**config.mk**
```make
export PLATFORM = sky130hd
export DESIGN_NAME = unsigned_16x8_div_seq
export DESIGN_NICKNAME = d
export VERILOG_FILES = /design/src/rtl/div_pkg.sv /design/src/rtl/div_step.sv /design/src/rtl/unsigned_16x8_div_seq.sv
export SDC_FILE = /design/constraint.sdc
export NUM_CORES = 1
export LEC_CHECK = 0
export CORE_AREA = 2 2 85 87
export DETAILED_ROUTE_END_ITERATION = 12
export DIE_AREA = 0 0 87 89
export DONT_BUFFER_PORTS = 1
export PLACE_DENSITY_LB_ADDON = 0.2
export SYNTH_ARGS = -nofsm -noshare
export SYNTH_HDL_FRONTEND = slang
export SYNTH_HIERARCHICAL = 1
export SYNTH_SLANG_ARGS = --single-unit
```
**constraint.sdc**
```tcl
create_clock -name clk -period 3.55 [get_ports clk]
set_input_delay 0.71 -clock clk [delete_from_list [all_inputs] [get_ports clk]]
set_output_delay 0.71 -clock clk [all_outputs]
set_load 0.02 [all_outputs]
```
**src/rtl/div_pkg.sv**
```systemverilog
// Shared types and widths for the sequential 16/8 unsigned divider.
package div_pkg;

  typedef enum logic [1:0] {
    IDLE = 2'd0,
    CALC = 2'd1,
    DONE = 2'd2
  } state_t;

  localparam int DIVIDEND_W = 16;
  localparam int DIVISOR_W  = 8;
  localparam int PREM_W     = DIVIDEND_W + 1;
  localparam int CNT_W      = 5;

endpackage

```
**src/rtl/div_step.sv**
```systemverilog
// One restoring-division step: shift in a dividend bit, trial-subtract the divisor.
module div_step
  import div_pkg::*;
(
  input  logic [PREM_W-1:0]    prem_i,
  input  logic                 bit_i,
  input  logic [DIVISOR_W-1:0] divisor_i,
  output logic [PREM_W-1:0]    prem_o,
  output logic                 qbit_o
);

  logic [PREM_W-1:0] shifted;
  logic [PREM_W-1:0] divisor_ext;

  always_comb begin
    shifted     = {prem_i[PREM_W-2:0], bit_i};
    divisor_ext = {{(PREM_W-DIVISOR_W){1'b0}}, divisor_i};
    // The top bit only matters as a carry-out of the shift; if set, the subtract always succeeds.
    qbit_o      = prem_i[PREM_W-1] | (shifted >= divisor_ext);
    prem_o      = qbit_o ? (shifted - divisor_ext) : shifted;
  end

endmodule

```
**src/rtl/unsigned_16x8_div_seq.sv**
```systemverilog
// Sequential restoring divider, one quotient bit per cycle, valid/ready on both sides.
// DIV_APPROX_EN: drop the TRUNC low dividend bits and run TRUNC fewer iterations.
module unsigned_16x8_div_seq
  import div_pkg::*;
#(
  parameter int TRUNC = 2
) (
  input  logic                  clk,
  input  logic                  rst_n,
  input  logic                  in_valid,
  output logic                  in_ready,
  input  logic [DIVIDEND_W-1:0] x,
  input  logic [DIVISOR_W-1:0]  y,
  output logic                  out_valid,
  input  logic                  out_ready,
  output logic [DIVIDEND_W-1:0] q,
  output logic [DIVISOR_W-1:0]  r,
  output logic                  div_by_zero
);

  // Handshake: a transfer happens on a rising edge where valid && ready are both high;
  // the producer holds its data until that edge, the consumer may change ready freely.

`ifdef DIV_APPROX_EN
  localparam bit APPROX = 1'b1;
`else
  localparam bit APPROX = 1'b0;
`endif

  localparam int SHIFT = APPROX ? TRUNC : 0;
  localparam int STEPS = DIVIDEND_W - SHIFT;
  localparam logic [CNT_W-1:0] LAST_CNT = CNT_W'(STEPS - 1);

  state_t                state_q;
  logic [CNT_W-1:0]      cnt_q;
  logic [DIVIDEND_W-1:0] dvd_q;
  logic [DIVISOR_W-1:0]  dsr_q;
  logic [PREM_W-1:0]     prem_q;
  logic [DIVIDEND_W-1:0] q_q;
  logic [DIVISOR_W-1:0]  r_q;
  logic                  dbz_q;
  logic                  out_valid_q;

  logic [PREM_W-1:0]     prem_d;
  logic                  qbit;
  logic [DIVIDEND_W-1:0] dvd_d;
  logic [DIVIDEND_W-1:0] q_d;

  div_step u_step (
    .prem_i    (prem_q),
    .bit_i     (dvd_q[DIVIDEND_W-1]),
    .divisor_i (dsr_q),
    .prem_o    (prem_d),
    .qbit_o    (qbit)
  );

  // Quotient bits fill the dividend register from the bottom as dividend bits leave the top.
  always_comb begin
    dvd_d = {dvd_q[DIVIDEND_W-2:0], qbit};
    q_d   = dvd_d << SHIFT;
  end

  always_ff @(posedge clk or negedge rst_n) begin
    if (!rst_n) begin
      state_q     <= IDLE;
      cnt_q       <= '0;
      dvd_q       <= '0;
      dsr_q       <= '0;
      prem_q      <= '0;
      q_q         <= '0;
      r_q         <= '0;
      dbz_q       <= 1'b0;
      out_valid_q <= 1'b0;
    end else begin
      case (state_q)
        IDLE: begin
          if (in_valid) begin
            if (y == '0) begin
              state_q     <= DONE;
              q_q         <= '1;
              r_q         <= x[DIVISOR_W-1:0];
              dbz_q       <= 1'b1;
              out_valid_q <= 1'b1;
            end else begin
              state_q <= CALC;
              dvd_q   <= x;
              dsr_q   <= y;
              prem_q  <= '0;
              cnt_q   <= LAST_CNT;
            end
          end
        end
        CALC: begin
          dvd_q  <= dvd_d;
          prem_q <= prem_d;
          cnt_q  <= cnt_q - 1'b1;
          if (cnt_q == '0) begin
            state_q     <= DONE;
            q_q         <= q_d;
            r_q         <= prem_d[DIVISOR_W-1:0];
            dbz_q       <= 1'b0;
            out_valid_q <= 1'b1;
          end
        end
        DONE: begin
          if (out_ready) begin
            state_q     <= IDLE;
            out_valid_q <= 1'b0;
          end
        end
        default: begin
          state_q     <= IDLE;
          out_valid_q <= 1'b0;
        end
      endcase
    end
  end

  assign in_ready    = (state_q == IDLE);
  assign out_valid   = out_valid_q;
  assign q           = q_q;
  assign r           = r_q;
  assign div_by_zero = dbz_q;

endmodule
```
=== Yosys cells after proc, flatten, opt, wreduce, memory -nomap -nowiden ===
Index checks and enable logic that the tools add are counted.

* Add/subtract/negate cells: 2
* Order comparisons: 1
* Equality and inequality tests: 7
* Muxes and demuxes: 30
* Bitwise operators: 2
* Reductions and logical operators: 9

{| class="wikitable"
|+ Operators with widths
! cell !! number
|-
| $mux 16 || 5
|-
| $pmux 16 s2 || 2
|-
| $mux 17 || 3
|-
| $pmux 17 s2 || 1
|-
| $mux 8 || 3
|-
| $ge 17x8->1 || 1
|-
| $sub 17x8->17 || 1
|-
| $pmux 8 s2 || 1
|-
| $mux 5 || 2
|-
| $pmux 5 s2 || 1
|-
| $reduce_and 3->1 || 3
|-
| $logic_not 8->1 || 1
|-
| $mux 2 || 4
|-
| $ne 2x2->1 const B || 4
|-
| $reduce_and 4->1 || 2
|-
| $pmux 2 s3 || 1
|-
| $logic_not 5->1 || 1
|-
| $mux 1 || 5
|-
| $sub 5x1->5 const B || 1
|-
| $pmux 1 s3 || 1
|-
| $eq 2x1->1 const B || 1
|-
| $eq 2x2->1 const B || 1
|-
| $logic_not 2->1 || 1
|-
| $ne 2x1->1 const B || 1
|-
| 4 further kinds || 4
|}

* Flip-flop bits (word level): 74
* Output and inout bits: 27

=== Longest topological paths before layout ===
* Word-level depth: 5
* Gate-level depth with buffers: 12
* Gate-level depth less buffers: 12

=== Hierarchy ===
The synthesis kept the hierarchy.

{| class="wikitable"
|+ By module, submodules not included
! module !! times used !! cells each !! area each (sq um) !! sequential area each (sq um)
|-
| unsigned_16x8_div_seq || 1 || 299 || 3,350.7 || 1,851.8
|-
| div_step || 1 || 100 || 683.2 || 0.0
|}

=== Worst setup path after synthesis ===
Ideal clock, no wire load.

* Path type: register to register
* Start point: register prem_q[11]
* End point: register r_q[6], in the netlist r[6]
* Library setup time: 0.125 ns
* Arrival time: 2.708 ns
* Required time: 3.425 ns
* Slack: 0.717 ns
* Stages on the path, launching flop included: 10
* Path buffers: 1
* Period minus slack after synthesis: 2.833 ns
* Path through: dfrtp_1 or4_4 or4_1 or4_1 nand3b_4 buf_6 mux2_4 nand2_1 nand2_1 mux2_4

* Word-level cells in the longest chain between the ends: 5

{| class="wikitable"
|+ Ends and longest elaborated chain
! what !! line !! source
|-
| start, declared || unsigned_16x8_div_seq.sv:38 || <nowiki>logic [PREM_W-1:0] prem_q;</nowiki>
|-
| start signal, assigned || unsigned_16x8_div_seq.sv:95 || <nowiki>prem_q <= prem_d;</nowiki>
|-
| $ge 17x8->1 || div_step.sv:19 || <nowiki>qbit_o = prem_i[PREM_W-1] | (shifted >= divisor_ext);</nowiki>
|-
| $or 1x1->1 || div_step.sv:19 ||
|-
| $mux 17 || div_step.sv:20 || <nowiki>prem_o = qbit_o ? (shifted - divisor_ext) : shifted;</nowiki>
|-
| named net prem_d[6] || unsigned_16x8_div_seq.sv:44 || <nowiki>logic [PREM_W-1:0] prem_d;</nowiki>
|-
| $mux 8 || unsigned_16x8_div_seq.sv:97 || <nowiki>if (cnt_q == '0) begin</nowiki>
|-
| $pmux 8 s2 || unsigned_16x8_div_seq.sv:75 || <nowiki>case (state_q)</nowiki>
|-
| end signal, assigned || unsigned_16x8_div_seq.sv:81 || <nowiki>r_q <= x[DIVISOR_W-1:0];</nowiki>
|-
| end signal, assigned || unsigned_16x8_div_seq.sv:100 || <nowiki>r_q <= prem_d[DIVISOR_W-1:0];</nowiki>
|-
| end, declared || unsigned_16x8_div_seq.sv:40 || <nowiki>logic [DIVISOR_W-1:0] r_q;</nowiki>
|}

The timed path passes the listed nets, and every way through them passes these cells. The select of a mux whose other input is x is not followed.
A chain may end at the register's enable or synchronous reset.

=== Worst setup path after layout ===
* Start point: register prem_q[9]
* End point: register r_q[4], in the netlist r[4]

* Word-level cells in the longest chain between the ends: 5

{| class="wikitable"
|+ Ends and longest elaborated chain
! what !! line !! source
|-
| $ge 17x8->1 || div_step.sv:19 ||
|-
| $or 1x1->1 || div_step.sv:19 ||
|-
| named net qbit || unsigned_16x8_div_seq.sv:45 || <nowiki>logic qbit;</nowiki>
|-
| $mux 17 || div_step.sv:20 ||
|-
| named net prem_d[4] || unsigned_16x8_div_seq.sv:44 ||
|-
| $mux 8 || unsigned_16x8_div_seq.sv:97 ||
|-
| $pmux 8 s2 || unsigned_16x8_div_seq.sv:75 ||
|}

The timed path passes the listed nets, and every way through them passes these cells. The select of a mux whose other input is x is not followed.

==> summary.txt <==
Status
  – Status: finished, final reports clean

Placed design
  – Post-DP HPWL: ~5400 µm
  – Placed insts: 464
  – Post-DP Area: 4030 µm²
  – Gpl congestion: roughly 0.82
  – I/O Buffers: 0

Worst setup path
  – Crit end category: flop
  – Req. time, crit path: 3.79 ns
  – WP data arrival: 3.31 ns
  – Crit. Startpoint: prem_q[9]
  – Crit-path max FO: 23
  – Worst R2R Start: prem_q[9]
  – Reg2reg setup slack: around 0.49 ns
  – CP max stage delay: 0.56 ns
  – Worst-path cell chain: or4_4 -> or4_1 -> or4_1 -> nand3b_4 -> mux2_2 -> nand2_1 -> nand2_1 -> mux2_2
  – Reg2reg end: r[4]
  – Worst r2r path cells: 8
  – CP Class: flop to flop
  – CP max stage cell: or4_4
  – Setup crit start kind: flop

Timing
  – Fin Setup TNS: 0 ns
  – Max-slew violations: 0
  – Final min period: slightly above 3 ns
  – Final period util: 0.863
  – Worst-Margin Slew: 0.923 ns
  – Clock skew: 0.00985 ns
  – Setup-failing EPs final: 0
  – RSZ-0062 raised after global routing: false
  – Final hold violation count: 0
  – Worst relative slew slack: 0.383
  – Fmax: 0.326 GHz

Yosys
  – Main combinational cell family by area after synthesis: simple AND/OR/NAND/NOR gates
  – Top-area cell type share of the netlist area: 0.459
  – Multiplexer area fraction after synthesis: 0.153
  – Post-synthesis sequential area ratio: 0.459
  – EDFF count, synth: 0
  – Area contributors post-synth: dfrtp_1 (46%), nand2_1 (7.1%), mux2_2 (5.9%)
  – Cell taking the most area after synthesis: dfrtp_1
  – Post-synthesis cell type count: 50
  – Synth Area in Compound Gates: 0.0983
  – Post-Synth XOR/XNOR Area: 0.0304
  – Async S/R FF share, synth: 1.00
  – Commonest cells post-synth: nand2_1 (76), dfrtp_1 (74), inv_1 (35)
  – Avg Cell Area, Syn: 10.1 µm²
  – Syn_nets: 437
  – YS warnings: 6
  – Top-count cell post-synth: nand2_1
  – Synth Register Bits: 74
  – Simple-gate share of the synthesized area: 0.161
  – Post-Syn Area: around 4000 µm²
  – Post-synthesis cell count: 399
  – Adder-cell share of the synthesized area: 0.0329
  – Most used flip-flop cell after synthesis: dfrtp_1

GRT
  – Total GRT Usage: 0.212
  – Number of global-route vias before repair: around 2,700
  – First-pass GRT wire length: 12,600 µm
  – Grt total ovfl: 0
  – Largest net degree at the start of global routing: 75
  – Initial antenna violation count: 0

Floorplan
  – Site Rows: 30
  – Full die area: 7740 µm²
  – Die span in x: ~87 µm
  – CORE AREA: 6720 µm²
  – Io pins: 55
  – Starting density of the core: 0.600
  – Die H: 89 µm

Drt
  – Post-DR wirelength/cell: between 15 and 20 µm
  – Pre-antenna DRT Iters: 4
  – Post-route ant nets: 0
  – Drt total wl: 7830 µm
  – DR DRC count: 0
  – Via density: about 5.7
  – DRT iter0 DRCs: 143
  – Via count: 2,757

Final layout
  – Final instance area: ~4200 µm²
  – Synth-to-Final Area Change: 4.96%
  – # nets final: between 400 and 500
  – Share of layout cells above drive strength 1: 0.170
  – Fill cells: 558
  – N_diodes: 0
  – Final std cells w/o fill: 480
  – Final core occ: 0.630

CTS
  – CTS tree: yes
  – Post-CTS Hold Buffers: 0
  – CTS root buf: clkbuf_8
  – CTS Buf Count: 9
  – Clock sink count: 74
  – Post-CTS sizing: 0
  – Clk buf depth: 2
  – Worst-path clk slew: 0.08 ns
  – Htree depth: 3
  – Postcts setup bufs: 0
  – Clk Latency, worst-skew pair: around 0.36 ns

Run
  – Max-Cap Viols: 0

Pwr
  – Pwr Density: roughly 1200 nW/µm²
  – Leak Pwr: 2.07 nW
  – Max IR drop VDD: 0.000586 V

Worst hold path
  – HP Class: primary input to async pin
## worst max path at each step
stage / to / slack, ns / cells after the start
2_1_floorplan: r[6] / 0.72 / 9
3_5_place_dp: r[6] / 0.51 / 8
4_1_cts: r[4] / 0.49 / 8
5_1_grt: r[4] / 0.36 / 8
3_3_place_gp: r[6] / 0.57 / 8
6_report: r[4] / 0.49 / 8
## state kept, by name (all words and copies together) (netlist names)
name and flops:
cnt_q 5, q 16, dsr_q 8, div_by_zero 1, r 8, out_valid 1
state_q 2, prem_q 17, dvd_q 16
## cell type report
| cell class | instances | area (µm²) | area share |
|---|---|---|---|
| Timing Repair Buffer | 3 | 22.5 | 0.00532 |
| Inverter | 35 | 131 | 0.0310 |
| Tap cell | 80 | 100 | 0.0236 |
| Clock buffer | 9 | 124 | 0.0293 |
| Multi-Input combinational cell | 272 | 1920 | 0.454 |
| Sequential cell | 74 | 1850 | 0.437 |
| Clock inverter | 7 | 83.8 | 0.0198 |
## where the power goes
part | switching, W | internal [W] | total, W
registers | 0.000480 | 0.00126 | 0.00174
logic | 0.00124 | 0.00122 | 0.00247
clock network | 0.000350 | 0.000338 | 0.000688
## cells in the final DEF (no fill, tap or decap), drive strengths merged, types with 3 or more instances in the layout
master	Yosys	routed
a21o	4	4
a21oi	11	11
a22o	10	10
buf	12	3
clkbuf	6	9
dfrtp	74	74
ha	9	9
inv	35	39
mux2	35	35
mux2i	17	17
nand2	77	77
nand3	4	4
nand3b	3	3
nor2	33	33
nor2b	4	4
nor3	4	4
o21a	4	4
o21ai	14	14
or4	5	5
xnor2	10	10
xor2	4	4
## metal layers
metal  global-route usage  up-vias  share of wire
met5                    0        -              0
met4               0.0639        0          0.016
met3               0.0757       11          0.052
met2                0.348       54           0.50
met1                0.266     1363           0.43
li1                     -     1329              -
## per-stage QoR
| step | setup WS (ns) | hold WS (ns) | power [W] |
|---|---|---|---|
| 3_5_place_dp | 0.512 | 0.417 | 0.00424 |
| 6_report | 0.486 | 0.0358 | 0.00489 |
| 4_1_cts | 0.492 | 0.0176 | 0.00494 |
| 3_3_place_gp | 0.570 | 0.417 | 0.00412 |
| 2_1_floorplan | 0.717 | 0.414 | 0.00378 |
| 5_1_grt | 0.357 | 0.00818 | 0.00532 |
## worst max-delay path, delay by kind of cell, from the launching register on
family,cells,cell delay (ns)
mux,2,0.60
simple gates,6,1.92
flops,1,0.43
## kinds of logic (layout without fill, tap and decap cells)
kind of cell,Yosys count,in the layout
and+or+nand+nor,141,141
DFF,74,74
muxes,52,52
AOI/OAI and AO/OA,55,55
adders and majority gates,10,10
buffers and inverters,53,54
xor gates and xnor gates,14,14
Power figures use the tool's default switching activity.
